===== src/rtl/cmd_bus_bridge_if.sv =====
// cmd_bus_bridge_if: host byte-FIFO and register-interconnect signals of cmd_bus_bridge
interface cmd_bus_bridge_if;
  logic [7:0] i_fifo_data;
  logic i_fifo_empty;
  logic i_fifo_almost_empty;
  logic o_fifo_read_enable;
  logic [7:0] o_fifo_data;
  logic i_fifo_full;
  logic o_fifo_write_enable;
  logic o_addr_valid;
  logic o_write_enable;
  logic o_write_data_valid;
  logic i_addr_ready;
  logic i_write_data_ready;
  logic i_read_data_valid;
  logic o_read_data_ready;
  logic [31:0] o_common;
  logic [31:0] i_read_data;
  modport master(
    input i_fifo_data, i_fifo_empty, i_fifo_almost_empty, i_fifo_full,
    input i_addr_ready, i_write_data_ready, i_read_data_valid, i_read_data,
    output o_fifo_read_enable, o_fifo_data, o_fifo_write_enable,
    output o_addr_valid, o_write_enable, o_write_data_valid, o_read_data_ready, o_common
  );
  modport slave(
    output i_fifo_data, i_fifo_empty, i_fifo_almost_empty, i_fifo_full,
    output i_addr_ready, i_write_data_ready, i_read_data_valid, i_read_data,
    input o_fifo_read_enable, o_fifo_data, o_fifo_write_enable,
    input o_addr_valid, o_write_enable, o_write_data_valid, o_read_data_ready, o_common
  );
endinterface


===== src/rtl/cmd_bus_bridge.sv =====
// cmd_bus_bridge: byte-FIFO command stream to 32-bit valid/ready register bus bridge.
// Define CMDCTRL_WRITE_ACK_EN to push an 8'hA5 acknowledge byte after every write.
module cmd_bus_bridge #(
  parameter int WORD_WIDTH = 32,
  parameter logic [7:0] CMD_READ = 8'h01,
  parameter logic [7:0] CMD_WRITE = 8'h02
) (
  input logic clk,
  input logic reset_n,
  cmd_bus_bridge_if.master bus
);
  typedef enum logic [2:0] {
    IDLE, GET_ADDR, ADDR_PHASE, GET_WDATA, WDATA_PHASE, RDATA_PHASE, PUSH_RDATA
`ifdef CMDCTRL_WRITE_ACK_EN
    , ACK
`endif
  } state_t;
  state_t state, state_d;
  logic [WORD_WIDTH-1:0] sh, common;
  logic [2:0] cnt, need;
  logic pend, is_wr, collecting, getting, pop, last, push;
  assign need = state == IDLE ? 3'd1 : 3'd4;
  assign getting = state == GET_ADDR || state == GET_WDATA;
  assign collecting = state == IDLE || getting;
  // pend marks a pop whose byte arrives this cycle; it counts as issued so we never over-pop
  assign pop = collecting && (cnt + {2'b0, pend}) < need && !bus.i_fifo_empty &&
               (!pend || !bus.i_fifo_almost_empty);
  assign last = getting && pend && cnt == 3'd3;
`ifdef CMDCTRL_WRITE_ACK_EN
  assign push = (state == PUSH_RDATA || state == ACK) && !bus.i_fifo_full;
  assign bus.o_fifo_data = state == ACK ? 8'hA5 : sh[WORD_WIDTH-1 -: 8];
`else
  assign push = state == PUSH_RDATA && !bus.i_fifo_full;
  assign bus.o_fifo_data = sh[WORD_WIDTH-1 -: 8];
`endif
  assign bus.o_fifo_read_enable = pop && reset_n;
  assign bus.o_fifo_write_enable = push;
  assign bus.o_addr_valid = state == ADDR_PHASE;
  assign bus.o_write_enable = is_wr && state != IDLE;
  assign bus.o_write_data_valid = state == WDATA_PHASE;
  assign bus.o_read_data_ready = state == RDATA_PHASE;
  assign bus.o_common = common;
  always_ff @(posedge clk or negedge reset_n)
    if (!reset_n) state <= IDLE;
    else state <= state_d;
  always_comb begin
    state_d = state;
    case (state)
      IDLE: if (pend && (bus.i_fifo_data == CMD_READ || bus.i_fifo_data == CMD_WRITE)) state_d = GET_ADDR;
      GET_ADDR: if (last) state_d = ADDR_PHASE;
      ADDR_PHASE: if (bus.i_addr_ready) state_d = is_wr ? GET_WDATA : RDATA_PHASE;
      GET_WDATA: if (last) state_d = WDATA_PHASE;
`ifdef CMDCTRL_WRITE_ACK_EN
      WDATA_PHASE: if (bus.i_write_data_ready) state_d = ACK;
      ACK: if (push) state_d = IDLE;
`else
      WDATA_PHASE: if (bus.i_write_data_ready) state_d = IDLE;
`endif
      RDATA_PHASE: if (bus.i_read_data_valid) state_d = PUSH_RDATA;
      PUSH_RDATA: if (push && cnt == 3'd3) state_d = IDLE;
      default: state_d = IDLE;
    endcase
  end
  // sh assembles incoming address/data bytes and serialises read data; common only moves at phase entry
  always_ff @(posedge clk or negedge reset_n)
    if (!reset_n) begin
      pend <= 1'b0;
      cnt <= 3'd0;
      is_wr <= 1'b0;
      sh <= '0;
      common <= '0;
    end else begin
      pend <= pop;
      if (state == IDLE && pend) is_wr <= bus.i_fifo_data == CMD_WRITE;
      if (getting && pend) begin
        sh <= {sh[WORD_WIDTH-9:0], bus.i_fifo_data};
        cnt <= last ? 3'd0 : cnt + 3'd1;
      end
      if (last) common <= {sh[WORD_WIDTH-9:0], bus.i_fifo_data};
      if (state == RDATA_PHASE && bus.i_read_data_valid) sh <= bus.i_read_data;
      if (state == PUSH_RDATA && push) begin
        sh <= sh << 8;
        cnt <= cnt == 3'd3 ? 3'd0 : cnt + 3'd1;
      end
    end
endmodule


===== src/flat_wrapper.sv =====
// flat-port wrapper written by rule: the top's interface ports become plain ports
module cmd_bus_bridge_flat 
#(
  parameter int WORD_WIDTH = 32,
  parameter logic [7:0] CMD_READ = 8'h01,
  parameter logic [7:0] CMD_WRITE = 8'h02
)
  (clk, reset_n, bus_i_fifo_data, bus_i_fifo_empty, bus_i_fifo_almost_empty, bus_i_fifo_full, bus_i_addr_ready, bus_i_write_data_ready, bus_i_read_data_valid, bus_i_read_data, bus_o_fifo_read_enable, bus_o_fifo_data, bus_o_fifo_write_enable, bus_o_addr_valid, bus_o_write_enable, bus_o_write_data_valid, bus_o_read_data_ready, bus_o_common);
  cmd_bus_bridge_if bus_i ();
  input logic clk;
  input logic reset_n;
  input wire logic [$bits(bus_i.i_fifo_data)-1:0] bus_i_fifo_data;
  input wire logic [$bits(bus_i.i_fifo_empty)-1:0] bus_i_fifo_empty;
  input wire logic [$bits(bus_i.i_fifo_almost_empty)-1:0] bus_i_fifo_almost_empty;
  input wire logic [$bits(bus_i.i_fifo_full)-1:0] bus_i_fifo_full;
  input wire logic [$bits(bus_i.i_addr_ready)-1:0] bus_i_addr_ready;
  input wire logic [$bits(bus_i.i_write_data_ready)-1:0] bus_i_write_data_ready;
  input wire logic [$bits(bus_i.i_read_data_valid)-1:0] bus_i_read_data_valid;
  input wire logic [$bits(bus_i.i_read_data)-1:0] bus_i_read_data;
  output wire logic [$bits(bus_i.o_fifo_read_enable)-1:0] bus_o_fifo_read_enable;
  output wire logic [$bits(bus_i.o_fifo_data)-1:0] bus_o_fifo_data;
  output wire logic [$bits(bus_i.o_fifo_write_enable)-1:0] bus_o_fifo_write_enable;
  output wire logic [$bits(bus_i.o_addr_valid)-1:0] bus_o_addr_valid;
  output wire logic [$bits(bus_i.o_write_enable)-1:0] bus_o_write_enable;
  output wire logic [$bits(bus_i.o_write_data_valid)-1:0] bus_o_write_data_valid;
  output wire logic [$bits(bus_i.o_read_data_ready)-1:0] bus_o_read_data_ready;
  output wire logic [$bits(bus_i.o_common)-1:0] bus_o_common;
  assign bus_i.i_fifo_data = bus_i_fifo_data;
  assign bus_i.i_fifo_empty = bus_i_fifo_empty;
  assign bus_i.i_fifo_almost_empty = bus_i_fifo_almost_empty;
  assign bus_i.i_fifo_full = bus_i_fifo_full;
  assign bus_i.i_addr_ready = bus_i_addr_ready;
  assign bus_i.i_write_data_ready = bus_i_write_data_ready;
  assign bus_i.i_read_data_valid = bus_i_read_data_valid;
  assign bus_i.i_read_data = bus_i_read_data;
  assign bus_o_fifo_read_enable = bus_i.o_fifo_read_enable;
  assign bus_o_fifo_data = bus_i.o_fifo_data;
  assign bus_o_fifo_write_enable = bus_i.o_fifo_write_enable;
  assign bus_o_addr_valid = bus_i.o_addr_valid;
  assign bus_o_write_enable = bus_i.o_write_enable;
  assign bus_o_write_data_valid = bus_i.o_write_data_valid;
  assign bus_o_read_data_ready = bus_i.o_read_data_ready;
  assign bus_o_common = bus_i.o_common;
  cmd_bus_bridge #(.WORD_WIDTH(WORD_WIDTH), .CMD_READ(CMD_READ), .CMD_WRITE(CMD_WRITE)) u_core (.clk(clk), .reset_n(reset_n), .bus(bus_i));
endmodule

===== config.mk =====
export PLATFORM = sky130hd
export DESIGN_NAME = cmd_bus_bridge_flat
export DESIGN_NICKNAME = d
export VERILOG_FILES = /design/src/rtl/cmd_bus_bridge_if.sv /design/src/rtl/cmd_bus_bridge.sv /design/src/flat_wrapper.sv
export SDC_FILE = /design/constraint.sdc
export NUM_CORES = 1
export LEC_CHECK = 0
export CAP_MARGIN = 10
export CORE_MARGIN = 3
export CORE_UTILIZATION = 63
export CTS_CLUSTER_DIAMETER = 200
export CTS_CLUSTER_SIZE = 20
export DETAILED_ROUTE_END_ITERATION = 8
export DONT_BUFFER_PORTS = 1
export PLACE_DENSITY = 0.79
export SLEW_MARGIN = 20
export SYNTH_ARGS = -nofsm -noshare
export SYNTH_HDL_FRONTEND = slang
export SYNTH_SLANG_ARGS = --single-unit

===== constraint.sdc =====
create_clock -name clk -period 2.35 [get_ports clk]
set_input_delay 0.47 -clock clk [delete_from_list [all_inputs] [get_ports clk]]
set_output_delay 0.47 -clock clk [all_outputs]
set_load 0.01 [all_outputs]

* Word-level counts from Yosys, hierarchy flattened
Index checks and enable logic that the tools add are counted.
Storage, ports and cells: bits in registers 72, latch bits 0, RAM bits 0, bits in read-only memories 0, input port bits 48, memories kept 0
Operators by class: $add $sub $neg 2, $mul 0, divide/modulo/power cells 0, order comparisons 1, equal/unequal tests 16, shift-type cells 0, muxes and demuxes 17, bitwise gates (word level) 0, reductions and logical operators 26
Operators with widths (number):
- 32-bit 2-to-1 mux | 3
- 3-bit 2-to-1 mux | 13
- 3-bit case mux with 7 select lines | 1
- 1-bit logical AND | 13
- 2-bit inequality test (second input constant) | 5
- 3-bit by 2-bit equality test with 1-bit output (second input constant) | 3
- 3-bit equality test (second input constant) | 3
- 8-bit by 1-bit equality test with 1-bit output (second input constant) | 1
- 8-bit by 2-bit equality test with 1-bit output (second input constant) | 1
- 7-bit AND reduction | 1
- 3-bit nonzero test | 2
- 1-bit zero test | 4
- 1-bit logical OR | 4
- 2-bit by 1-bit inequality test with 1-bit output (second input constant) | 2
- 3-bit by 1-bit adder with 3-bit output | 1
- 3-bit by 1-bit adder with 3-bit output (second input constant) | 1
- 3-bit by 1-bit equality test with 1-bit output (second input constant) | 1
- 3-bit zero test | 1
- 3-bit less-than comparator | 1
- 2-bit nonzero test | 1

* Logic depth before layout (Yosys ltp)
Gate-level depths: netlist of the first run.
depth in word-level cells 7, gate-level depth with buffers 6, gate-level depth less buffers 6

* Least setup slack after synthesis of the first run
No wires, ideal clock.
path kind register -> output, from register u_core.pend, to output port bus_o_fifo_read_enable, arrival 1.870 ns, data required time 1.880 ns, path slack 0.010 ns, stages on the path, launching flop included 7, cells stage by stage dfrtp_1 -> ha_1 -> ha_1 -> xor2_1 -> ha_1 -> or3_1 -> nor4b_1
On the way: word-level cells in the longest chain between the ends 6, elaborated cells on any way between the ends 8, those cells by class 1 x add/sub; 1 x order compare; 6 x reduce/logical
Ends and longest elaborated chain:
- start: declaration | line cmd_bus_bridge.sv:21 | logic pend, is_wr, collecting, getting, pop, last, push;
- start signal: assignment | line cmd_bus_bridge.sv:73 | pend <= pop;
- 3-bit by 1-bit adder with 3-bit output | line cmd_bus_bridge.sv:26 | assign pop = collecting && (cnt + {2'b0, pend}) < need && !bus.i_fifo_empty &&
- 3-bit less-than comparator | line cmd_bus_bridge.sv:26
- 1-bit logical AND (2 in a row) | line cmd_bus_bridge.sv:26
- 1-bit logical AND (*) | line cmd_bus_bridge.sv:26
- 1-bit logical AND (*) | line cmd_bus_bridge.sv:36 | assign bus.o_fifo_read_enable = pop && reset_n;
- end: declaration | line flat_wrapper.sv:20 | output wire logic [$bits(bus_i.o_fifo_read_enable)-1:0] bus_o_fifo_read_enable;
Mark *: on every way between the ends. The rest lies on a longest branch, timed or not.

* Worst setup path after layout of the first run
from register u_core.cnt[0], to output port bus_o_fifo_read_enable
On the way: word-level cells in the longest chain between the ends 6
Ends and longest elaborated chain:
- start: declaration | line cmd_bus_bridge.sv:20 | logic [2:0] cnt, need;
- start signal: assignment | line cmd_bus_bridge.sv:77 | cnt <= last ? 3'd0 : cnt + 3'd1;
- start signal: assignment | line cmd_bus_bridge.sv:83 | cnt <= cnt == 3'd3 ? 3'd0 : cnt + 3'd1;
- 3-bit by 1-bit adder with 3-bit output | line cmd_bus_bridge.sv:26
- 3-bit less-than comparator | line cmd_bus_bridge.sv:26
- 1-bit logical AND (3 in a row) | line cmd_bus_bridge.sv:26
- 1-bit logical AND | line cmd_bus_bridge.sv:36
No other way between the ends.

==> impl_metrics.prom, run 1 <==
# TYPE chip_impl_metric gauge
chip_impl_metric{name="post_route_cells_drive_above_1_share",unit="%"} 25.08
chip_impl_metric{name="final.hold.worst_slack",unit="ns"} -0.00006622
chip_impl_metric{name="final.setup_skew",unit="ns"} 0.007447
chip_impl_metric{name="fin_nets",unit=""} 348
chip_impl_metric{name="min_period_over_period",unit="%"} 108.8
chip_impl_metric{name="num_rows",unit=""} 25
chip_impl_metric{name="clock_power_share",unit="%"} 21.5
chip_impl_metric{name="num_vias",unit=""} 2299
chip_impl_info{name="endpoint_kind",value="output port"} 1
chip_impl_info{name="critPathTopFamily",value="simple AND/OR/NAND/NOR gates"} 1
chip_impl_metric{name="worstSetupPathDepth",unit=""} 7
chip_impl_metric{name="cp_max_fo",unit=""} 2
chip_impl_metric{name="postPlaceCellArea",unit="mm2"} 0.003435
chip_impl_metric{name="total_leakage_power",unit="uW"} 0.001686
chip_impl_metric{name="grt_util_overall",unit="%"} 25.58
chip_impl_info{name="grt_setup_unrepaired",value="true"} 1
chip_impl_info{name="critical_path.endpoint",value="bus_o_fifo_read_enable"} 1
chip_impl_metric{name="max-cap-violations",unit=""} 0
chip_impl_info{name="violations",value="negative hold slack, negative setup slack"} 1
chip_impl_info{name="start_of_the_worst_register_to_register_path",value="u_core.cnt[0]"} 1
chip_impl_metric{name="crit_required",unit="ns"} 1.88
chip_impl_metric{name="layout.filler_cells",unit=""} 331
chip_impl_metric{name="reg2reg_depth",unit=""} 6
chip_impl_metric{name="timing.final.hold_violations",unit=""} 1
chip_impl_metric{name="power_density",unit="mW/mm2"} 1245
chip_impl_metric{name="synthesis.nets",unit=""} 348
chip_impl_metric{name="antenna_cells",unit=""} 0
chip_impl_metric{name="reg2reg_slack",unit="ns"} 0.37
chip_impl_info{name="criticalPathCategory",value="reg -> out"} 1
chip_impl_metric{name="grt_pass1_vias",unit=""} 2458
chip_impl_metric{name="ff_latch_area",unit="mm2"} 0.001802
chip_impl_metric{name="starting_density",unit="%"} 67.90
chip_impl_info{name="cts_root_buffer",value="sky130_fd_sc_hd__clkbuf_8"} 1
chip_impl_metric{name="dp.final_hpwl",unit="mm"} 5.178
chip_impl_metric{name="ant_nets",unit=""} 0
chip_impl_metric{name="drt_first_iter_violations",unit=""} 122
chip_impl_metric{name="numPlacedInstances",unit=""} 349
chip_impl_metric{name="clock_sink_count",unit=""} 72
chip_impl_info{name="crit_path_start_kind",value="flop"} 1
chip_impl_metric{name="multiInputGateArea",unit="mm2"} 0.001398
chip_impl_metric{name="synth_seq_cells",unit=""} 72
chip_impl_metric{name="critical_path.n_buffers_inverters",unit=""} 1
chip_impl_metric{name="synth_area",unit="mm2"} 0.003334
chip_impl_info{name="run_status",value="finished, violations left"} 1
chip_impl_info{name="worstPathCellList",value="ha_2, ha_4, xor2_2, ha_2, or3_4, nor4b_4, buf_4"} 1
chip_impl_metric{name="antenna_violations_before_repair",unit=""} 0
chip_impl_metric{name="htree_levels",unit=""} 3
chip_impl_metric{name="layout-area-overhead-vs-synth",unit="%"} 11.37
chip_impl_metric{name="power.total",unit="uW"} 4622
chip_impl_metric{name="die-height",unit="um"} 78.75
chip_impl_info{name="layout.cells.most_common",value="sky130_fd_sc_hd__dfrtp_1"} 1
chip_impl_metric{name="power.combinational.fraction",unit="%"} 29.9
chip_impl_metric{name="synth_warnings",unit=""} 0
chip_impl_metric{name="power.ir.vdd_worst",unit="mV"} 0.7146
chip_impl_info{name="tritoncts_clock_tree",value="built"} 1
chip_impl_metric{name="netlist-cell-type-count",unit=""} 42
chip_impl_metric{name="post_drt_wl_per_cell",unit="um"} 20.22
chip_impl_info{name="timing.critical_path.from",value="u_core.cnt[0]"} 1
chip_impl_info{name="critical_path.most_common_cell",value="sky130_fd_sc_hd__ha_2"} 1
chip_impl_metric{name="die_w",unit="um"} 78.75
chip_impl_metric{name="avgSynthCellArea",unit="um2"} 11.34
chip_impl_metric{name="clkTransAtPathRegs",unit="ns"} 0.07
chip_impl_metric{name="power.share.switching",unit="%"} 35.09
chip_impl_metric{name="postCtsSetupRepairBufs",unit=""} 0
chip_impl_metric{name="postRouteWirelength",unit="mm"} 7.399
chip_impl_metric{name="synth_seq_area_share",unit="%"} 54.03
chip_impl_metric{name="clkLatencyLatePin",unit="ns"} 0.33
chip_impl_metric{name="die_area",unit="mm2"} 0.006202
chip_impl_info{name="cpMaxStageDelayCell",value="sky130_fd_sc_hd__dfrtp_1"} 1
chip_impl_metric{name="switchingPower",unit="uW"} 1622
chip_impl_metric{name="via_per_inst",unit=""} 6.281
chip_impl_metric{name="synth-edff-count",unit=""} 0
chip_impl_metric{name="fin_crit",unit="ns"} 2.557
chip_impl_metric{name="critical-path-max-stage-delay",unit="ns"} 0.38
chip_impl_metric{name="core_region",unit="mm2"} 0.004911
chip_impl_metric{name="number_of_cts_inserted_buffers",unit=""} 9
chip_impl_metric{name="fmax",unit="MHz"} 391.1
chip_impl_info{name="synth_top_flop_cell",value="sky130_fd_sc_hd__dfrtp_1"} 1
chip_impl_metric{name="cp.arrival",unit="ns"} 2.09
chip_impl_info{name="worst_hold_path_type",value="in -> async"} 1
chip_impl_metric{name="gp_congestion",unit=""} 0.8419
chip_impl_metric{name="max_slew_margin",unit="%"} 65.99
chip_impl_metric{name="num_io_pins",unit=""} 94
chip_impl_metric{name="placement.setup.worst_slack",unit="ns"} 0.02354
chip_impl_metric{name="syn_inst",unit=""} 294
chip_impl_metric{name="grt_start_max_net_pins",unit=""} 73
chip_impl_metric{name="grt_first_pass_wirelength",unit="mm"} 12.16
chip_impl_metric{name="tightestPinTransition",unit="ns"} 0.5098
chip_impl_info{name="timing.rr.end",value="u_core.bus.o_common[19]"} 1
chip_impl_metric{name="number_of_slew_limit_violations_in_the_final_report",unit=""} 0
chip_impl_metric{name="firstDrtPassIters",unit=""} 4
chip_impl_metric{name="setup_viol",unit=""} 1
chip_impl_metric{name="io_buffer_count",unit=""} 0
chip_impl_metric{name="setup-tns-final",unit="ns"} -0.2070
chip_impl_metric{name="async_flop_share",unit="%"} 100.0
chip_impl_metric{name="finalNonFillerCells",unit=""} 366
chip_impl_metric{name="max-clock-path-buffers",unit=""} 2
chip_impl_metric{name="worst_slack",unit="ns"} -0.2070
chip_impl_metric{name="intPower",unit="uW"} 3001
chip_impl_metric{name="drc",unit=""} 0
chip_impl_info{name="layout_common_cells",value="72 x sky130_fd_sc_hd__dfrtp_1, 40 x sky130_fd_sc_hd__nand2_1, 34 x sky130_fd_sc_hd__mux2_2, 24 x sky130_fd_sc_hd__o21ai_0, 14 x sky130_fd_sc_hd__o211ai_1"} 1
chip_impl_metric{name="stdcell_area",unit="mm2"} 0.003714
chip_impl_metric{name="p_seq_share",unit="%"} 48.5
chip_impl_metric{name="grt.overflow.total",unit=""} 0
-- sequential cells by signal, summed over array words and instances (netlist names) --
name,flops
u_core.bus.o_common,32
u_core.cnt,3
u_core.is_wr,1
u_core.pend,1
u_core.sh,32
u_core.state,3
-- cell families after synthesis --
group                    synth area share (%)
AO/OA/AOI/OAI                           13.62
XOR/XNOR                               0.5254
adder cells (fa/ha/maj)                 2.251
buffers and inverters                   5.404
flip-flops                              54.03
multiplexers                            11.78
AND/OR/NAND/NOR                         12.38
-- power groups by stage --
stage,combinational (uW),clock (uW),sequential [uW]
3_5_place_dp,1290,0,2260
5_1_grt,1570,1070,2310
2_1_floorplan,1070,0,2110
3_3_place_gp,1220,0,2240
6_report,1380,996,2240
4_1_cts,1360,1010,2240
-- worst reg2reg max path: stages (launching register included) --
cell and delay [ns]:
sky130_fd_sc_hd__dfrtp_1 0.38, sky130_fd_sc_hd__buf_4 0.14, sky130_fd_sc_hd__ha_1 0.21, sky130_fd_sc_hd__ha_1 0.24, sky130_fd_sc_hd__nand2_1 0.35, sky130_fd_sc_hd__buf_12 0.21
sky130_fd_sc_hd__mux2_2 0.34
-- synth_stat cells (3+ instances only) --
cell type | instances | area share (%)
sky130_fd_sc_hd__o21ai_0 | 24 | 3.6
sky130_fd_sc_hd__clkbuf_1 | 13 | 1.5
sky130_fd_sc_hd__a221o_1 | 11 | 3.3
sky130_fd_sc_hd__nor3_1 | 3 | 0.45
sky130_fd_sc_hd__o211ai_1 | 14 | 3.2
sky130_fd_sc_hd__a22oi_1 | 8 | 1.8
sky130_fd_sc_hd__and2_1 | 11 | 2.1
sky130_fd_sc_hd__buf_4 | 8 | 1.8
sky130_fd_sc_hd__inv_1 | 5 | 0.56
sky130_fd_sc_hd__buf_2 | 6 | 0.90
sky130_fd_sc_hd__mux2_2 | 34 | 11
sky130_fd_sc_hd__nand2_1 | 40 | 4.5
sky130_fd_sc_hd__dfrtp_1 | 72 | 54
sky130_fd_sc_hd__nor2_1 | 5 | 0.56
sky130_fd_sc_hd__ha_1 | 6 | 2.3
sky130_fd_sc_hd__nand2b_1 | 3 | 0.56
-- cell type report --
| type | count | area share, % |
|---|---|---|
| Inverter | 5 | 0.5054 |
| Clock buffer | 11 | 4.077 |
| Tap cell | 67 | 2.257 |
| Multi-Input combinational cell | 188 | 37.63 |
| Timing Repair Buffer | 18 | 5.526 |
| Clock inverter | 5 | 1.482 |
| Sequential cell | 72 | 48.52 |
-- routing by layer --
metal | share of wire (%) | GRT usage [%] | vias up
met5 | 0 | 0 | -
met4 | 0.54 | 8.916 | 0
met3 | 8.2 | 8.050 | 5
met2 | 49 | 40.83 | 88
met1 | 42 | 33.15 | 1160
li1 | - | - | 1046
-- per-stage QoR --
step           hold slack (ns)  utilization [%]
2_1_floorplan           0.1744                -
5_1_grt                0.01428            75.62
3_5_place_dp            0.1760            69.94
4_1_cts                0.01644            75.08
6_report           -0.00006622            75.62
3_3_place_gp            0.1760            69.94
-- how the worst min path moves through the flow --
| stage | startpoint | slack (ns) | end |
|---|---|---|---|
| after floorplan | reset_n | 0.17 | u_core.bus.o_common[0] |
| after global placement | reset_n | 0.18 | u_core.bus.o_common[21] |
| after detailed placement | reset_n | 0.18 | u_core.sh[29] |
| after CTS | reset_n | 0.02 | u_core.sh[29] |
| after global routing | reset_n | 0.01 | u_core.bus.o_common[21] |
| final | reset_n | -0.00007 | u_core.bus.o_common[29] |
-- what timing repair did --
item / 4_1_cts / 5_1_grt
endpoints found under the hold margin: 72 / 0
gates resized for setup: 6 / 3
endpoints found under the setup margin: 1 / 1
hold buffers: 1 / 0
pin swaps: 3 / 1
(Power assumes the default switching activity.)
==> run 2, diff against run 1 <==
ABC_CLOCK_PERIOD_IN_PS = 2350   (was default)
CORE_UTILIZATION = 65   (was 63)
CTS_BUF_LIST = sky130_fd_sc_hd__clkbuf_4 sky130_fd_sc_hd__clkbuf_8   (was default)
PLACE_DENSITY = 0.81   (was 0.79)
==> run 2 against run 1 <==
Register-to-register slack improved by 0.10 ns. Final cell count rose by 0.27%. Wire length shrank 4.3%. Global-route usage shrank 0.74 points. Final area fell by 1.6%. Largest cell class unchanged. Highest routed layer unchanged. Utilization shrank 0.24 points. Sequential share of layout area is 0.78 points higher. The flow finishes with violations (negative setup slack). Critical path depth did not move.
==> impl_metrics.prom, run 2 (synthesis gave the netlist of run 1 again) <==
# TYPE chip_impl_metric gauge
chip_impl_info{name="run_status",value="finished, violations left"} 1
chip_impl_info{name="violations",value="negative setup slack"} 1
chip_impl_metric{name="crit_required",unit="ns"} 1.88
chip_impl_info{name="start_of_the_worst_register_to_register_path",value="u_core.state[1]"} 1
chip_impl_info{name="criticalPathCategory",value="reg -> out"} 1
chip_impl_metric{name="post_drt_wl_per_cell",unit="um"} 19.30
chip_impl_metric{name="power.ir.vdd_worst",unit="mV"} 0.6709
chip_impl_metric{name="firstDrtPassIters",unit=""} 5
chip_impl_metric{name="post_route_cells_drive_above_1_share",unit="%"} 25.33
chip_impl_metric{name="io_buffer_count",unit=""} 0
chip_impl_metric{name="number_of_slew_limit_violations_in_the_final_report",unit=""} 0
chip_impl_metric{name="ant_nets",unit=""} 0
chip_impl_metric{name="num_io_pins",unit=""} 94
chip_impl_metric{name="min_period_over_period",unit="%"} 109.2
chip_impl_metric{name="grt_start_max_net_pins",unit=""} 73
chip_impl_metric{name="grt_first_pass_wirelength",unit="mm"} 11.63
chip_impl_metric{name="htree_levels",unit=""} 3
chip_impl_metric{name="antenna_cells",unit=""} 0
chip_impl_info{name="tritoncts_clock_tree",value="built"} 1
chip_impl_metric{name="setup_viol",unit=""} 1
chip_impl_metric{name="postPlaceCellArea",unit="mm2"} 0.003405
chip_impl_metric{name="antenna_violations_before_repair",unit=""} 0
chip_impl_metric{name="number_of_cts_inserted_buffers",unit=""} 9
chip_impl_metric{name="core_region",unit="mm2"} 0.004848
chip_impl_info{name="cts_root_buffer",value="sky130_fd_sc_hd__clkbuf_8"} 1
chip_impl_metric{name="cp.arrival",unit="ns"} 2.10
chip_impl_metric{name="grt.overflow.total",unit=""} 0
chip_impl_metric{name="max-clock-path-buffers",unit=""} 2
chip_impl_metric{name="clock_sink_count",unit=""} 72
chip_impl_metric{name="max_slew_margin",unit="%"} 69.88
chip_impl_metric{name="dp.final_hpwl",unit="mm"} 4.851
chip_impl_metric{name="postCtsSetupRepairBufs",unit=""} 0
chip_impl_metric{name="worst_slack",unit="ns"} -0.2172
chip_impl_metric{name="power_density",unit="mW/mm2"} 1224
chip_impl_metric{name="num_rows",unit=""} 25
chip_impl_metric{name="utilization",unit="%"} 75.38
chip_impl_metric{name="tightestPinTransition",unit="ns"} 0.4508
chip_impl_info{name="layout.cells.most_common",value="sky130_fd_sc_hd__dfrtp_1"} 1
chip_impl_metric{name="numPlacedInstances",unit=""} 350
chip_impl_metric{name="max-cap-violations",unit=""} 0
chip_impl_metric{name="clkLatencyLatePin",unit="ns"} 0.33
chip_impl_metric{name="die_w",unit="um"} 77.63
chip_impl_info{name="crit_path_start_kind",value="flop"} 1
chip_impl_info{name="worst_hold_path_type",value="in -> async"} 1
chip_impl_metric{name="fin_crit",unit="ns"} 2.567
chip_impl_metric{name="grt_util_overall",unit="%"} 24.84
chip_impl_metric{name="num_vias",unit=""} 2292
chip_impl_metric{name="drc",unit=""} 0
chip_impl_metric{name="via_per_inst",unit=""} 6.245
chip_impl_info{name="grt_setup_unrepaired",value="true"} 1
chip_impl_metric{name="postRouteWirelength",unit="mm"} 7.084
chip_impl_metric{name="clkTransAtPathRegs",unit="ns"} 0.07
chip_impl_metric{name="timing.final.hold_violations",unit=""} 0
chip_impl_metric{name="total_leakage_power",unit="uW"} 0.001672
chip_impl_metric{name="stdcell_area",unit="mm2"} 0.003655
chip_impl_metric{name="cp_max_fo",unit=""} 2
chip_impl_metric{name="gp_congestion",unit=""} 0.8331
chip_impl_metric{name="die-height",unit="um"} 77.63
chip_impl_metric{name="drt_first_iter_violations",unit=""} 112
chip_impl_metric{name="starting_density",unit="%"} 68.77
chip_impl_metric{name="layout-area-overhead-vs-synth",unit="%"} 9.606
chip_impl_metric{name="placement.setup.worst_slack",unit="ns"} -0.001077
chip_impl_metric{name="setup-tns-final",unit="ns"} -0.2172
chip_impl_info{name="endpoint_kind",value="output port"} 1
chip_impl_info{name="timing.critical_path.from",value="u_core.cnt[0]"} 1
chip_impl_metric{name="fin_nets",unit=""} 349
chip_impl_metric{name="die_area",unit="mm2"} 0.006026
chip_impl_info{name="layout_common_cells",value="72 x sky130_fd_sc_hd__dfrtp_1, 40 x sky130_fd_sc_hd__nand2_1, 34 x sky130_fd_sc_hd__mux2_2, 24 x sky130_fd_sc_hd__o21ai_0, 17 x sky130_fd_sc_hd__buf_4"} 1
chip_impl_metric{name="grt_pass1_vias",unit=""} 2365
chip_impl_metric{name="fmax",unit="MHz"} 389.5
chip_impl_metric{name="final.setup_skew",unit="ns"} 0.004850
chip_impl_metric{name="finalNonFillerCells",unit=""} 367
## run 2: changes by cell type in the layout (fill, tap and decap cells not counted), sizes merged
cell      before  now
clkbuf        11   13
buf           18   19
bufinv         1    0
clkinvlp       2    1
## run 2: layout make-up
cell class	count	area (um2)
Fill cell	325	1194
Clock inverter	3	17.52
Sequential cell	72	1802
Tap cell	67	83.83
Inverter	5	18.77
Multi-Input combinational cell	188	1398
Clock buffer	13	160.2
Timing Repair Buffer	19	175.2
## run 2: what timing repair did
action                                 in CTS  in global routing
endpoints found under the hold margin      72                  0
setup endpoints to repair                   1                  1
pin swaps                                   3                  2
gates resized for setup                     7                  2
hold buffers                                1                  0
## run 2: critical path: stages, from the launching register on
cell	delay [ns]
sky130_fd_sc_hd__dfrtp_1	0.40
sky130_fd_sc_hd__ha_2	0.19
sky130_fd_sc_hd__ha_4	0.16
sky130_fd_sc_hd__xor2_2	0.14
sky130_fd_sc_hd__ha_2	0.17
sky130_fd_sc_hd__or3_4	0.34
sky130_fd_sc_hd__nor4b_4	0.21
sky130_fd_sc_hd__buf_4	0.15
## run 2: per-stage QoR
| step | hold slack, ns | total power [uW] |
|---|---|---|
| global route | 0.01496 | 4782 |
| finish | 0.02082 | 4474 |
| global placement | 0.1759 | 3435 |
| CTS | 0.02459 | 4466 |
| floorplan | 0.1744 | 3178 |
| detailed placement | 0.1760 | 3520 |
## run 2: final timing paths
path | to | slack, ns | cells after the start
min in group clk | u_core.is_wr | 0.23 | 1
worst min-delay path | u_core.sh[25] | 0.02 | 1
worst min register to register | u_core.is_wr | 0.52 | 2
worst max register to register | u_core.sh[27] | 0.47 | 5
max in group asynchronous | u_core.sh[5] | 2.06 | 1
worst max-delay path | bus_o_fifo_read_enable | -0.22 | 7
## run 2: power by group
group	total, uW	internal [uW]	switching, uW	leakage (uW)
combinational	1360	704	653	0.000636
clock	873	445	429	0.0000937
sequential	2240	1740	504	0.000943
## run 2: layer usage
metal,vias up,part of all wire (%),track usage (%)
met5,-,0,0
met1,1129,41,32.76
met3,11,11,8.005
met2,106,47,38.18
met4,0,1.4,9.786
li1,1046,-,-
==> run 3, diff against run 2 <==
ABC_AREA = 1   (was default)
==> run 3 against run 2 <==
The run still ends with negative setup slack left. Wire length up 19%. Synthesized area up 6.9%. Highest routed layer unchanged. Global-route usage up 3.3 points. Sequential share of layout area down 2.6 points.
==> impl_metrics.prom, run 3 <==
# TYPE chip_impl_metric gauge
chip_impl_metric{name="io_buffer_count",unit=""} 0
chip_impl_metric{name="num_vias",unit=""} 2846
chip_impl_metric{name="max-cap-violations",unit=""} 0
chip_impl_metric{name="worst_slack",unit="ns"} -0.1652
chip_impl_metric{name="antenna_violations_before_repair",unit=""} 0
chip_impl_metric{name="ant_nets",unit=""} 0
chip_impl_metric{name="grt.overflow.total",unit=""} 0
chip_impl_metric{name="num_rows",unit=""} 26
chip_impl_metric{name="post_drt_wl_per_cell",unit="um"} 17.22
chip_impl_info{name="synth.top_cells.by_area",value="sky130_fd_sc_hd__dfrtp_1 51%, sky130_fd_sc_hd__nand2_1 15%, sky130_fd_sc_hd__nand3_1 7.4%, sky130_fd_sc_hd__o21ai_0 3.9%, sky130_fd_sc_hd__nand3_2 3.1%"} 1
chip_impl_metric{name="reg2reg_depth",unit=""} 14
chip_impl_info{name="cts_root_buffer",value="sky130_fd_sc_hd__clkbuf_8"} 1
chip_impl_metric{name="dp.final_hpwl",unit="mm"} 5.554
chip_impl_metric{name="timing.final.hold_violations",unit=""} 0
chip_impl_info{name="synth_area_leader_cell",value="sky130_fd_sc_hd__dfrtp_1"} 1
chip_impl_metric{name="layout.filler_cells",unit=""} 363
chip_impl_metric{name="synthesis.nets",unit=""} 471
chip_impl_metric{name="postRouteWirelength",unit="mm"} 8.419
chip_impl_metric{name="clock_sink_count",unit=""} 72
chip_impl_info{name="criticalPathCategory",value="reg -> reg"} 1
chip_impl_metric{name="drt_first_iter_violations",unit=""} 197
chip_impl_metric{name="avgSynthCellArea",unit="um2"} 8.545
chip_impl_metric{name="firstDrtPassIters",unit=""} 4
chip_impl_info{name="start_of_the_worst_register_to_register_path",value="u_core.pend"} 1
chip_impl_metric{name="tightestPinTransition",unit="ns"} 0.6808
chip_impl_info{name="violations",value="negative setup slack"} 1
chip_impl_metric{name="min_period_over_period",unit="%"} 107.0
chip_impl_metric{name="power_density",unit="mW/mm2"} 625.1
chip_impl_info{name="tritoncts_clock_tree",value="built"} 1
chip_impl_info{name="grt_setup_unrepaired",value="true"} 1
chip_impl_metric{name="max_slew_margin",unit="%"} 54.56
chip_impl_metric{name="setup-tns-final",unit="ns"} -0.3207
chip_impl_metric{name="final.hold.worst_slack",unit="ns"} 0.01253
chip_impl_metric{name="netlist-cell-type-count",unit=""} 32
chip_impl_metric{name="clkTransAtPathRegs",unit="ns"} 0.07
chip_impl_metric{name="max-clock-path-buffers",unit=""} 2
chip_impl_metric{name="setup_viol",unit=""} 2
chip_impl_metric{name="layout-area-overhead-vs-synth",unit="%"} 8.251
chip_impl_info{name="timing.critical_path.from",value="u_core.pend"} 1
chip_impl_metric{name="power.total",unit="uW"} 2411
chip_impl_metric{name="stdcell_area",unit="mm2"} 0.003857
chip_impl_metric{name="synth_area",unit="mm2"} 0.003563
chip_impl_metric{name="num_io_pins",unit=""} 94
chip_impl_metric{name="syn_inst",unit=""} 417
chip_impl_metric{name="grt_start_max_net_pins",unit=""} 73
chip_impl_metric{name="total_leakage_power",unit="uW"} 0.002092
chip_impl_metric{name="clkLatencyLatePin",unit="ns"} 0.33
chip_impl_info{name="timing.rr.end",value="u_core.pend"} 1
chip_impl_info{name="worst_hold_path_type",value="in -> async"} 1
chip_impl_metric{name="die_w",unit="um"} 80.04
chip_impl_metric{name="antenna_cells",unit=""} 0
chip_impl_metric{name="gp_congestion",unit=""} 0.8080
chip_impl_metric{name="htree_levels",unit=""} 3
chip_impl_info{name="layout.cells.most_common",value="sky130_fd_sc_hd__nand2_1"} 1
chip_impl_metric{name="ff_latch_area",unit="mm2"} 0.001802
chip_impl_metric{name="post_route_cells_drive_above_1_share",unit="%"} 17.42
chip_impl_metric{name="fin_nets",unit=""} 468
chip_impl_metric{name="fmax",unit="MHz"} 397.6
chip_impl_metric{name="reg2reg_slack",unit="ns"} -0.17
chip_impl_metric{name="core_region",unit="mm2"} 0.005205
chip_impl_info{name="crit_path_start_kind",value="flop"} 1
chip_impl_metric{name="final.setup_skew",unit="ns"} 0.005486
chip_impl_metric{name="postPlaceCellArea",unit="mm2"} 0.003500
chip_impl_metric{name="multiInputGateArea",unit="mm2"} 0.001500
chip_impl_metric{name="power.ir.vdd_worst",unit="mV"} 0.3655
chip_impl_info{name="critical_path.endpoint",value="u_core.pend"} 1
chip_impl_metric{name="grt_util_overall",unit="%"} 28.16
chip_impl_metric{name="number_of_slew_limit_violations_in_the_final_report",unit=""} 0
chip_impl_info{name="layout_common_cells",value="142 x sky130_fd_sc_hd__nand2_1, 72 x sky130_fd_sc_hd__dfrtp_1, 53 x sky130_fd_sc_hd__nand3_1, 28 x sky130_fd_sc_hd__o21ai_0, 21 x sky130_fd_sc_hd__inv_1"} 1
chip_impl_metric{name="cp.arrival",unit="ns"} 2.79
chip_impl_info{name="endpoint_kind",value="flop"} 1
chip_impl_info{name="post-synth-top-count-cell",value="sky130_fd_sc_hd__nand2_1"} 1
chip_impl_metric{name="via_per_inst",unit=""} 5.820
chip_impl_metric{name="grt_first_pass_wirelength",unit="mm"} 13.88
chip_impl_metric{name="synth_seq_area_share",unit="%"} 50.56
chip_impl_metric{name="cp_max_fo",unit=""} 2
chip_impl_metric{name="fin_crit",unit="ns"} 2.515
chip_impl_info{name="run_status",value="finished, violations left"} 1
chip_impl_metric{name="grt_pass1_vias",unit=""} 2929
chip_impl_metric{name="synth-edff-count",unit=""} 0
chip_impl_metric{name="crit_required",unit="ns"} 2.63
chip_impl_metric{name="number_of_cts_inserted_buffers",unit=""} 9
chip_impl_metric{name="die-height",unit="um"} 80.04
chip_impl_metric{name="synth_seq_cells",unit=""} 72
chip_impl_metric{name="drc",unit=""} 0
chip_impl_metric{name="synth_top_cell_area_share",unit="%"} 50.56
chip_impl_info{name="synth_top_flop_cell",value="sky130_fd_sc_hd__dfrtp_1"} 1
chip_impl_metric{name="async_flop_share",unit="%"} 100.0
chip_impl_info{name="post_synth_most_frequent_cells",value="142 x sky130_fd_sc_hd__nand2_1, 72 x sky130_fd_sc_hd__dfrtp_1, 53 x sky130_fd_sc_hd__nand3_1"} 1
chip_impl_metric{name="synth_warnings",unit=""} 0
chip_impl_metric{name="starting_density",unit="%"} 68.46
chip_impl_metric{name="die_area",unit="mm2"} 0.006406
## run 3: cell types whose count changed in the layout (fill, tap and decap cells not counted), sizes merged, moves of 7 or more
| cell | before | now |
|---|---|---|
| inv | 5 | 26 |
| o211ai | 14 | 3 |
| mux2 | 34 | 1 |
| and2 | 11 | 0 |
| nor2 | 5 | 16 |
| nand2 | 40 | 154 |
| a221o | 11 | 0 |
| a22oi | 8 | 0 |
| nand3 | 2 | 66 |
| o21ai | 24 | 31 |
## run 3: area by class of cell
type / instances / share of cell area (%)
multi-input cells: 289 / 38.89
well taps: 70 / 2.271
clock inverters: 5 / 2.043
inverters: 26 / 2.530
repair buffers: 16 / 3.633
flip-flops and latches: 72 / 46.71
clock buffers: 11 / 3.925
## run 3: power breakdown
| group | leakage, uW | total [uW] | internal, uW | switching [uW] |
|---|---|---|---|---|
| registers | 0.000936 | 1250 | 1250 | 7.42 |
| clock network | 0.000119 | 1110 | 654 | 452 |
| logic | 0.00104 | 52.4 | 14.9 | 37.5 |
## run 3: worst min-delay path by stage
stage                        from                      end  slack, ns
after CTS                 reset_n  u_core.bus.o_common[31]       0.03
final                     reset_n  u_core.bus.o_common[26]       0.01
after global routing      reset_n  u_core.bus.o_common[31]       0.04
after global placement    reset_n            u_core.sh[27]       0.18
after floorplan           reset_n   u_core.bus.o_common[0]       0.17
after detailed placement  reset_n            u_core.sh[26]       0.18
## run 3: per-layer routing
metal	part of all wire [%]	routed length (um)	vias up	global-route usage, %
met3	7.4	625	15	6.546
li1	-	-	1333	-
met1	42	3501	1381	35.87
met4	2.2	189	0	12.16
met5	0	0	-	0
met2	49	4103	117	45.86
## run 3: kinds of logic after synthesis
kind of cell | after synthesis | share of synthesized area (%)
AND/OR/NAND/NOR | 244 | 32.72
flip-flops | 72 | 50.56
buffers and inverters | 56 | 8.462
AO/OA/AOI/OAI | 37 | 5.583
adder cells (fa/ha/maj) | 6 | 2.107
XOR/XNOR | 1 | 0.2458
multiplexers | 1 | 0.3160
## run 3: critical path, cell delays in order, from the launching register on
cell	delay (ns)
sky130_fd_sc_hd__dfrtp_1	0.41
sky130_fd_sc_hd__ha_2	0.20
sky130_fd_sc_hd__ha_4	0.16
sky130_fd_sc_hd__xor2_2	0.14
sky130_fd_sc_hd__ha_2	0.19
sky130_fd_sc_hd__nor4_2	0.27
sky130_fd_sc_hd__nand2_1	0.15
sky130_fd_sc_hd__buf_4	0.16
sky130_fd_sc_hd__buf_4	0.12
sky130_fd_sc_hd__buf_4	0.13
sky130_fd_sc_hd__buf_4	0.12
sky130_fd_sc_hd__buf_4	0.12
sky130_fd_sc_hd__buf_4	0.12
sky130_fd_sc_hd__buf_4	0.12
sky130_fd_sc_hd__inv_2	0.04
## run 3: repair_timing
action,4_1_cts,5_1_grt
setup buffers,8,0
pin swaps,4,0
setup endpoints to repair,1,2
hold buffers,1,0
resized for setup,5,4
endpoints found under the hold margin,72,0
## run 3: stage by stage
stage / instances / utilization [%] / setup slack [ns]
final: 489 / 74.11 / -0.1652
after global routing: 489 / 74.11 / -0.2109
after CTS: 489 / 73.65 / -0.01174
after detailed placement: 464 / 67.24 / 0.2399
after global placement: 464 / 67.24 / 0.2594
after floorplan: 417 / - / 0.2770
